### src/rtl/fetch_unit_pkg.sv
`default_nettype none
// +--------------------------------------------------------------------+
// | fetch_unit_pkg : shared FSM encoding and reset PC for fetch_unit   |
// | Rev 1.0                                                            |
// +--------------------------------------------------------------------+
package fetch_unit_pkg;

   localparam logic [31:0] DEFAULT_RESET_PC = 32'h0000_0000;

   typedef enum logic [1:0] {
      S_IDLE  = 2'd0,
      S_FETCH = 2'd1,
      S_EXEC  = 2'd2
   } state_t;

endpackage : fetch_unit_pkg
`default_nettype wire

### src/rtl/fetch_unit_if.sv
`default_nettype none
// +--------------------------------------------------------------------+
// | fetch_unit_if : instruction-memory req/rvalid bus                  |
// | Rev 1.0                                                            |
// +--------------------------------------------------------------------+
interface fetch_unit_if;
   logic        req;
   logic [31:0] addr;
   logic        rvalid;
   logic [31:0] rdata;

   modport master (output req, output addr, input  rvalid, input  rdata);
   modport slave  (input  req, input  addr, output rvalid, output rdata);
endinterface : fetch_unit_if
`default_nettype wire

### src/rtl/next_pc_sel.sv
`default_nettype none
// +--------------------------------------------------------------------+
// | next_pc_sel : jump / branch / sequential next-PC selection         |
// | Rev 1.0                                                            |
// +--------------------------------------------------------------------+
module next_pc_sel (
   input  logic [31:0] pc_plus4,
   input  logic [25:0] instr_idx,
   input  logic        pcsrc,
   input  logic        jump,
   output logic [31:0] next_pc
);

   logic [31:0] br_off;

   assign br_off = {{14{instr_idx[15]}}, instr_idx[15:0], 2'b00};

   // jump outranks a taken branch
   always_comb begin
      next_pc = pc_plus4;
      if (jump) begin
         next_pc = {pc_plus4[31:28], instr_idx, 2'b00};
      end else if (pcsrc) begin
         next_pc = pc_plus4 + br_off;
      end
   end

endmodule : next_pc_sel
`default_nettype wire

### src/rtl/fetch_unit.sv
`default_nettype none
// +--------------------------------------------------------------------+
// | fetch_unit : PC, instruction register and fetch/exec sequencing    |
// | Rev 1.0                                                            |
// +--------------------------------------------------------------------+
module fetch_unit
   import fetch_unit_pkg::*;
#(
   parameter logic [31:0] RESET_PC = DEFAULT_RESET_PC
) (
   input  logic         clk,
   input  logic         rst_n,
   fetch_unit_if.master imem,
   input  logic         stall,
   input  logic         pcsrc,
   input  logic         jump,
   output logic [31:0]  instr,
   output logic [5:0]   op,
   output logic [5:0]   funct,
   output logic         instr_valid,
   output logic [31:0]  pc,
   output logic [31:0]  pc_plus4
);

   state_t      state_q, state_d;
   logic [31:0] pc_q, pc_d;
   logic [31:0] instr_q, instr_d;
   logic [31:0] next_pc;

   assign pc        = pc_q;
   assign pc_plus4  = pc_q + 32'd4;
   assign instr     = instr_q;
   assign op        = instr_q[31:26];
   assign funct     = instr_q[5:0];
   assign imem.addr = pc_q;

   next_pc_sel u_next_pc_sel (
      .pc_plus4  (pc_plus4),
      .instr_idx (instr_q[25:0]),
      .pcsrc     (pcsrc),
      .jump      (jump),
      .next_pc   (next_pc)
   );

   always_comb begin
      state_d     = state_q;
      pc_d        = pc_q;
      instr_d     = instr_q;
      imem.req    = 1'b0;
      instr_valid = 1'b0;
      case (state_q)
         S_IDLE: begin
            state_d = S_FETCH;
         end
         S_FETCH: begin
            imem.req = 1'b1;
            if (imem.rvalid) begin
               instr_d = imem.rdata;
               state_d = S_EXEC;
            end
         end
         S_EXEC: begin
            instr_valid = 1'b1;
            if (!stall) begin
               pc_d    = next_pc;
               state_d = S_FETCH;
            end
         end
         default: begin
            state_d = S_IDLE;
         end
      endcase
   end

   // low address bits are forced clear so a misaligned RESET_PC cannot leak out
   always_ff @(posedge clk) begin
      if (!rst_n) begin
         state_q <= S_IDLE;
         pc_q    <= {RESET_PC[31:2], 2'b00};
         instr_q <= '0;
      end else begin
         state_q <= state_d;
         pc_q    <= pc_d;
         instr_q <= instr_d;
      end
   end

endmodule : fetch_unit
`default_nettype wire

### src/flat_wrapper.sv
// flat-port wrapper written by rule: the top's interface ports become plain ports
module fetch_unit_flat import fetch_unit_pkg::*;
#(
   parameter logic [31:0] RESET_PC = DEFAULT_RESET_PC
)
  (clk, rst_n, stall, pcsrc, jump, instr, op, funct, instr_valid, pc, pc_plus4, imem_req, imem_addr, imem_rvalid, imem_rdata);
  fetch_unit_if imem_i ();
  input  logic clk;
  input  logic rst_n;
  input  logic stall;
  input  logic pcsrc;
  input  logic jump;
  output logic [31:0] instr;
  output logic [5:0] op;
  output logic [5:0] funct;
  output logic instr_valid;
  output logic [31:0] pc;
  output logic [31:0] pc_plus4;
  output wire logic [$bits(imem_i.req)-1:0] imem_req;
  output wire logic [$bits(imem_i.addr)-1:0] imem_addr;
  input wire logic [$bits(imem_i.rvalid)-1:0] imem_rvalid;
  input wire logic [$bits(imem_i.rdata)-1:0] imem_rdata;
  assign imem_req = imem_i.req;
  assign imem_addr = imem_i.addr;
  assign imem_i.rvalid = imem_rvalid;
  assign imem_i.rdata = imem_rdata;
  fetch_unit #(.RESET_PC(RESET_PC)) u_core (.clk(clk), .rst_n(rst_n), .imem(imem_i), .stall(stall), .pcsrc(pcsrc), .jump(jump), .instr(instr), .op(op), .funct(funct), .instr_valid(instr_valid), .pc(pc), .pc_plus4(pc_plus4));
endmodule
### config.mk
export PLATFORM = sky130hd
export DESIGN_NAME = fetch_unit_flat
export DESIGN_NICKNAME = d
export VERILOG_FILES = /design/src/rtl/fetch_unit_pkg.sv /design/src/rtl/fetch_unit_if.sv /design/src/rtl/next_pc_sel.sv /design/src/rtl/fetch_unit.sv /design/src/flat_wrapper.sv
export SDC_FILE = /design/constraint.sdc
export NUM_CORES = 1
export LEC_CHECK = 0
export ABC_AREA = 1
export CAP_MARGIN = 20
export CORE_MARGIN = 2
export CORE_UTILIZATION = 48
export DETAILED_ROUTE_END_ITERATION = 8
export PLACE_DENSITY = 0.82
export SYNTH_ARGS = -nofsm -noshare
export SYNTH_HDL_FRONTEND = slang
export SYNTH_SLANG_ARGS = --single-unit
### constraint.sdc
create_clock -name clk -period 5.3 [get_ports clk]
set_clock_uncertainty 0.15 [all_clocks]
set_input_delay 1.06 -clock clk [delete_from_list [all_inputs] [get_ports clk]]
set_output_delay 1.06 -clock clk [all_outputs]
set_load 0.02 [all_outputs]
Yosys cells after proc, flatten, opt, wreduce, memory -nomap -nowiden --
Index checks and enable logic that the tools add are counted.
Storage, ports and cells: register bits after elaboration 66, bits of input ports 38, output and inout port bits 142
Cells by class: add/sub/neg operators 2, equality and inequality tests 4, multiplexer cells 7, bitwise logic cells 1, reduce and logical (&&, ||, !) cells 4
Operators by type and width (number):
- $mux 32 | 2
- $add 32x3->32 const B | 1
- $add 32x32->32 | 1
- $pmux 2 s3 | 1
- $reduce_and 2->1 | 3
- $mux 2 | 2
- $ne 2x2->1 const B | 2
- $eq 2x1->1 const B | 1
- $eq 2x2->1 const B | 1
- $logic_not 2->1 | 1
- $mux 1 | 2
- $not 1->1 | 1

Longest topological paths before layout --
Gate-level depths: netlist of run 1.
depth in word-level cells 4, depth in mapped cells 22, gate-level depth less buffers 22

Modules after synthesis --
A second synthesis of run 1 with hierarchy kept.
Unflattened totals: cells, all modules 1069, area, all modules 6276.0 µm²
Modules (own cells, without submodules):
- fetch_unit | times used 1, cells an instance 503, area an instance 3495.9 µm²
- next_pc_sel | times used 1, cells an instance 566, area an instance 2780.2 µm²

Worst setup path after synthesis of run 1 --
OpenSTA, ideal clock, no wires.
path type register -> register, from reg u_core.pc_q[2], in the netlist u_core.imem.addr[2], to reg u_core.pc_q[31], in the netlist u_core.imem.addr[31], setup time 122 ps, arrival time 2931 ps, required time 5028 ps, slack 2098 ps, cell stages (with the launch flop) 19, path buffers 0, path through dfxtp_1 ha_1 nand3_1 nor2_1 inv_1 nor3_1 nand2_1 o21ai_0 inv_1 ha_1 nand2_1 nor2_1 inv_1 nor4_1 nand2_1 nand2_1 nand2_1 nand3_1 a21oi_2
On the way: word-level cells in the longest chain between the ends 4
RTL lines:
- start, declared | line fetch_unit.sv:26 | logic [31:0] pc_q, pc_d;
- start signal, assigned | line fetch_unit.sv:79 | pc_q <= {RESET_PC[31:2], 2'b00};
- start signal, assigned | line fetch_unit.sv:83 | pc_q <= pc_d;
- $add 32x3->32 | line fetch_unit.sv:31 | assign pc_plus4 = pc_q + 32'd4;
- net pc_plus4[18] | line flat_wrapper.sv:18 | output logic [31:0] pc_plus4;
- $add 32x32->32 | line next_pc_sel.sv:24 | next_pc = pc_plus4 + br_off;
- $mux 32 | line next_pc_sel.sv:23 | end else if (pcsrc) begin
- $mux 32 | line next_pc_sel.sv:21 | if (jump) begin
The timed path passes the listed nets, and every way through them passes these cells. A chain may end at the register's enable or synchronous reset.

Final worst setup path of run 1 --
from reg u_core.pc_q[3], in the netlist u_core.imem.addr[3], to out pc_plus4[18]
On the way: word-level cells in the longest chain between the ends 1
RTL lines (line):
- $add 32x3->32 | fetch_unit.sv:31
- end, declared | flat_wrapper.sv:18
No other way between the ends.

==> flow_summary.json, run 1 <==
{
  "relSlewSlack_pct": 29.73,
  "io_buffer_count": 173,
  "grt_use_total_pct": 32.09,
  "postCtsSetupBuffers": 0,
  "hold_violations": 0,
  "numClockSinks": 64,
  "dp_hpwl_mm": 16.20,
  "vdd_drop_max_v": 0.0002413,
  "setup_viol": 0,
  "worst_slew_pin_slew_ns": 1.053,
  "firstDrtPassIters": 5,
  "ys_types": 42,
  "rows": 40,
  "drc": 0,
  "switchingPower_mw": 0.4652,
  "fmax_ghz": 0.2497,
  "syn_to_final_growth_pct": 31.06,
  "worst_slack_ns": 1.295,
  "die-width_um": 114.9,
  "grt_max_degree": 35,
  "gp_congestion": 0.9954,
  "routed_via_density": 5.654,
  "cp_data_arrival_time_ns": 2.79,
  "drv_cap": 0,
  "startpoint": "u_core.imem.addr[3]$_SDFFE_PN0P_",
  "swShare_pct": 31.31,
  "final.setup.tns_ns": 0,
  "cp.required_ns": 4.09,
  "worst-setup-path-type": "reg2out",
  "holdBufCountCts": 0,
  "clk_pin_slew_ns": 0.06,
  "htreeDepth": 3,
  "final_cells": 1238,
  "hold_ws_ns": 0.3309,
  "reg2reg_from": "u_core.imem.addr[3]$_SDFFE_PN0P_",
  "cts_root_buf": "clkbuf_16",
  "core_area_um2": 12010,
  "netlist_top_cells_count": "nand2_1 (239), inv_1 (119), a21oi_1 (118), nand3_1 (93), dfxtp_1 (64)",
  "dpl-instance-area_um2": 7431,
  "postSynth.asyncResetShare_pct": 0,
  "rr_worst_depth": 18,
  "synth_seq_area_share_pct": 21.72,
  "drt-total-wl_mm": 21.16,
  "reg2reg_to": "u_core.imem.addr[29]$_SDFFE_PN0P_",
  "power.internal_mw": 1.021,
  "critical_path.startpoint_type": "flop",
  "grt_pass1_wl_mm": 33.14,
  "drv_slew": 0,
  "antenna_found_initial": 0,
  "synth_ff_type": "dfxtp_1",
  "sequentialPowerShare_pct": 35.9,
  "setup.worst_path.end": "pc_plus4[18]",
  "nets": 1161,
  "ctsResizeCount": 0,
  "yosys.area.top_type": "dfxtp_1",
  "overflow": 0,
  "ios": 180,
  "num_antenna_cells": 0,
  "design_area_um2": 7730,
  "worstSkewPairLatency_ns": 0.35,
  "die_y_um": 114.9,
  "hold_class": "reg2reg",
  "power.leakage_nw": 3.407,
  "syn-instance-count": 964,
  "crit_fanout": 5,
  "rrSetupSlack_ns": 1.65,
  "power_per_cell_area_nw_per_um2": 192.2,
  "crit_path_end_kind": "primary output",
  "final.period_utilization_pct": 75.56,
  "cts_buffer_depth": 2,
  "syn_avg_cell_area_um2": 6.118,
  "dieArea_um2": 13190,
  "ys_ff_latch": 64,
  "initial_core_util_pct": 49.10,
  "synth_area_um2": 5898,
  "rsz0062_at_grt": "false",
  "synth_edf_count": 0,
  "maxUsedRoutingLayer": "met4",
  "dp.cells": 1222,
  "wl_met3_mm": 2.302,
  "fin_crit_ns": 4.005,
  "drive_gt1_share_pct": 5.133,
  "vias": 7000,
  "comb_power_share_pct": 22.4,
  "place_ws_ns": 1.795,
  "synth_most_common_cell": "nand2_1",
  "yosysWarningCount": 0,
  "status": "completed",
  "cts_inserted_buffers": 9,
  "power_mw": 1.486,
  "synthTopCellsByArea": "dfxtp_1 (22%), nand2_1 (15%), a21oi_1 (10%)",
  "cts_tree": "yes",
  "wl_met1_mm": 8.846,
  "postLayoutCoreUtil_pct": 64.35,
  "dr_wl_met2_mm": 9.606,
  "multi_input_area_um2": 3720,
  "nFillCells": 1148,
  "pwr-share-clk_pct": 41.7,
  "grt_pass1_vias": 6338,
  "avgRoutedWirePerCell_um": 17.10,
  "register_area_um2": 1281,
  "drtIter0Drc": 708,
  "synth_top_area_share_pct": 21.72,
  "ant_nets": 0
}
[final cells by class]
cell class / count / share of cell area, %
tap: 147 / 2.379
sequential: 64 / 16.57
clock buffer: 12 / 3.189
multi-input combinational: 709 / 48.12
timing repair buffer: 181 / 23.18
clock inverter: 4 / 0.6798
inverter: 121 / 5.876
[per-layer routing]
layer,up-vias,GRT usage (%)
met2,423,50.51
met4,0,9.960
met5,-,0
met3,33,7.907
met1,3186,43.42
li1,3358,-
[worst max-delay path, stage by stage, from the launching register on]
cell and delay, ns:
dfxtp_1 0.42, ha_1 0.28, nand3_1 0.14, nor2_1 0.18, inv_1 0.08, nor3_1 0.20, nand2_1 0.14, o21ai_0 0.31
inv_1 0.14, clkdlybuf4s50_1 0.56
[logic make-up (layout without fill, tap and decap cells)]
family / Yosys count / after routing / share of synthesized area, %
other cells: 1 / 6 / 0.06358
compound gates: 201 / 201 / 18.41
xor+xnor: 17 / 17 / 2.652
buf+inv: 196 / 318 / 15.61
flops: 64 / 64 / 21.72
fa+ha+maj: 37 / 37 / 7.976
simple gates: 448 / 448 / 33.56
[worst min-delay path by stage]
stage | start | endpoint | slack (ns) | depth (start not counted)
2_1_floorplan | u_core.state_q[0]$_SDFFE_PN0P_ | u_core.state_q[0]$_SDFFE_PN0P_ | 0.38 | 3
3_3_place_gp | u_core.instr[17]$_SDFFE_PN0P_ | u_core.instr[17]$_SDFFE_PN0P_ | 0.31 | 2
3_5_place_dp | u_core.instr[18]$_SDFFE_PN0P_ | u_core.instr[18]$_SDFFE_PN0P_ | 0.32 | 2
4_1_cts | u_core.instr[18]$_SDFFE_PN0P_ | u_core.instr[18]$_SDFFE_PN0P_ | 0.33 | 2
5_1_grt | u_core.instr[31]$_SDFFE_PN0P_ | u_core.instr[31]$_SDFFE_PN0P_ | 0.35 | 2
6_report | u_core.instr[18]$_SDFFE_PN0P_ | u_core.instr[18]$_SDFFE_PN0P_ | 0.33 | 2
[registers in the layout (all words and copies together), names as in the netlist]
| signal | cells |
|---|---|
| u_core.instr | 32 |
| u_core.imem.addr | 30 |
| u_core.state_q | 2 |
[placed cells by master, fill, tap and decap left out, drive strengths merged, types with 2 or more instances in the layout]
cell type	netlist	routed
nand2	247	247
clkdlybuf4s50	0	173
inv	120	121
a21oi	121	121
nand3	94	94
dfxtp	64	64
nor2	64	64
o21ai	56	56
ha	36	36
nor3	21	21
xor2	12	12
clkbuf	22	12
buf	53	8
nand4	7	7
nand3b	6	6
conb	1	6
xnor2	5	5
or2	5	5
o211ai	5	5
o21bai	5	5
a22oi	4	4
a221oi	4	4
nor4	3	3
clkinv	1	3
a21o	2	2
o221ai	2	2
[power groups by stage]
stage	clock (mW)	combinational (mW)	sequential, mW
6_report	0.620	0.332	0.533
5_1_grt	0.638	0.358	0.537
4_1_cts	0.621	0.328	0.533
3_5_place_dp	0	0.326	0.543
3_3_place_gp	0	0.325	0.542
2_1_floorplan	0	0.177	0.557
Power figures use the tool's default switching activity.
==> run 2, diff against run 1 <==
clock period = 4.2 ns   (was 5.3 ns; I/O delays follow)
==> flow_summary.json, run 2 (synthesis results as in run 1) <==
{
  "status": "completed",
  "place_ws_ns": 0.6723,
  "worst_slack_ns": 0.4524,
  "dieArea_um2": 13190,
  "cts_tree": "yes",
  "grt_use_total_pct": 33.34,
  "mostFrequentLayoutCells": "nand2_1 (239), clkdlybuf4s50_1 (173), inv_1 (119)",
  "initial_core_util_pct": 49.10,
  "cts_inserted_buffers": 9,
  "startpoint": "u_core.imem.addr[2]$_SDFFE_PN0P_",
  "crit_buf_inv": 3,
  "num_antenna_cells": 0,
  "reg2reg_to": "u_core.imem.addr[29]$_SDFFE_PN0P_",
  "drtIter0Drc": 744,
  "grt_pass1_vias": 6477,
  "firstDrtPassIters": 7,
  "final.setup.tns_ns": 0,
  "largest_register_ffs": 32,
  "dpl-instance-area_um2": 7468,
  "worst_slew_pin_slew_ns": 1.065,
  "die-width_um": 114.9,
  "drv_slew": 0,
  "worst-setup-path-type": "reg2out",
  "drt-total-wl_mm": 22.27,
  "final_common_cell": "nand2_1",
  "drive_gt1_share_pct": 5.657,
  "vdd_drop_max_v": 0.0003159,
  "grt_pass1_wl_mm": 34.09,
  "holdBufCountCts": 0,
  "power_per_cell_area_nw_per_um2": 249.0,
  "postCtsSetupBuffers": 0,
  "cp_cell_sequence": "ha_1 > nand3_1 > nor2_1 > inv_1 > nor3_1 > nand2_1 > o21ai_0 > inv_1 > clkdlybuf4s50_1",
  "cp_data_arrival_time_ns": 2.76,
  "postLayoutCoreUtil_pct": 64.85,
  "htreeDepth": 3,
  "cts_buffer_depth": 2,
  "vias": 7013,
  "ctsResizeCount": 0,
  "drc": 0,
  "grt_max_degree": 35,
  "worstSkewPairLatency_ns": 0.34,
  "overflow": 0,
  "core_area_um2": 12010,
  "fin_crit_ns": 3.748,
  "routed_via_density": 5.642,
  "avgRoutedWirePerCell_um": 17.92,
  "power.leakage_nw": 3.435,
  "dp_hpwl_mm": 17.04,
  "hold_violations": 0,
  "gp_congestion": 0.9809,
  "antenna_found_initial": 0,
  "nets": 1166,
  "reg2reg_from": "u_core.imem.addr[2]$_SDFFE_PN0P_",
  "drv_cap": 0,
  "setup.worst_path.end": "pc_plus4[18]",
  "ant_nets": 0,
  "setup_viol": 0,
  "design_area_um2": 7790,
  "path_depth": 9,
  "clk_pin_slew_ns": 0.06,
  "rrSetupSlack_ns": 0.56,
  "rows": 40,
  "cpMaxStageDelayCell": "clkdlybuf4s50_1",
  "cts_root_buf": "clkbuf_16",
  "hold_class": "reg2reg",
  "final.period_utilization_pct": 89.23,
  "cp.required_ns": 3.21,
  "ios": 180,
  "rsz0062_at_grt": "false",
  "io_buffer_count": 173,
  "crit_fanout": 5,
  "crit_path_max_incr_delay_ns": 0.56,
  "relSlewSlack_pct": 28.91,
  "syn_to_final_growth_pct": 32.07,
  "crit_path_frequent_cell": "inv_1",
  "crit_path_end_kind": "primary output",
  "power_mw": 1.940,
  "die_y_um": 114.9,
  "rr_worst_depth": 18,
  "nFillCells": 1160,
  "cp_top_family": "buffers and inverters",
  "fmax_ghz": 0.2668,
  "critical_path.startpoint_type": "flop",
  "numClockSinks": 64
}
==> run 2: how the worst min path moves through the flow <==
| stage | slack (ns) | from | depth (start not counted) | endpoint |
|---|---|---|---|---|
| CTS | 0.32 | u_core.instr[17]$_SDFFE_PN0P_ | 2 | u_core.instr[17]$_SDFFE_PN0P_ |
| detailed placement | 0.31 | u_core.instr[17]$_SDFFE_PN0P_ | 2 | u_core.instr[17]$_SDFFE_PN0P_ |
| global placement | 0.31 | u_core.instr[17]$_SDFFE_PN0P_ | 2 | u_core.instr[17]$_SDFFE_PN0P_ |
| finish | 0.32 | u_core.instr[17]$_SDFFE_PN0P_ | 2 | u_core.instr[17]$_SDFFE_PN0P_ |
| global route | 0.36 | u_core.instr[28]$_SDFFE_PN0P_ | 2 | u_core.instr[28]$_SDFFE_PN0P_ |
| floorplan | 0.38 | u_core.state_q[0]$_SDFFE_PN0P_ | 3 | u_core.state_q[0]$_SDFFE_PN0P_ |
==> run 2: power by group <==
part	internal [mW]	total (mW)	switching, mW
clock network	0.523	0.838	0.314
logic	0.179	0.429	0.250
registers	0.633	0.673	0.0398
total	1.34	1.94	0.604
==> run 2: layer usage <==
metal / part of all wire (%) / GRT usage, % / vias up
met1: 44 / 45.20 / 3196
met4: 2.9 / 11.49 / 0
met2: 44 / 52.75 / 394
met3: 9.6 / 6.906 / 54
met5: 0 / 0 / -
li1: - / - / 3369
==> run 2: final cells by class <==
type	instances	area, um^2	share of cell area (%)
Timing Repair Buffer	186	1829	23.48
Inverter	121	454.2	5.830
Tap cell	147	183.9	2.361
Sequential cell	64	1281	16.45
Multi-Input combinational cell	709	3720	47.75
Clock inverter	6	92.59	1.189
Clock buffer	10	229.0	2.939
==> run 2: worst min-delay path, cell delays in order, from the launching register on <==
cell and delay, ns:
dfxtp_1 0.31, inv_1 0.06, a21oi_1 0.05
==> run 2: stage by stage <==
step	hold WS, ns	std cells
floorplan	0.3841	969
detailed placement	0.3116	1227
global route	0.3566	1243
finish	0.3203	1243
CTS	0.3229	1243
global placement	0.3054	1227
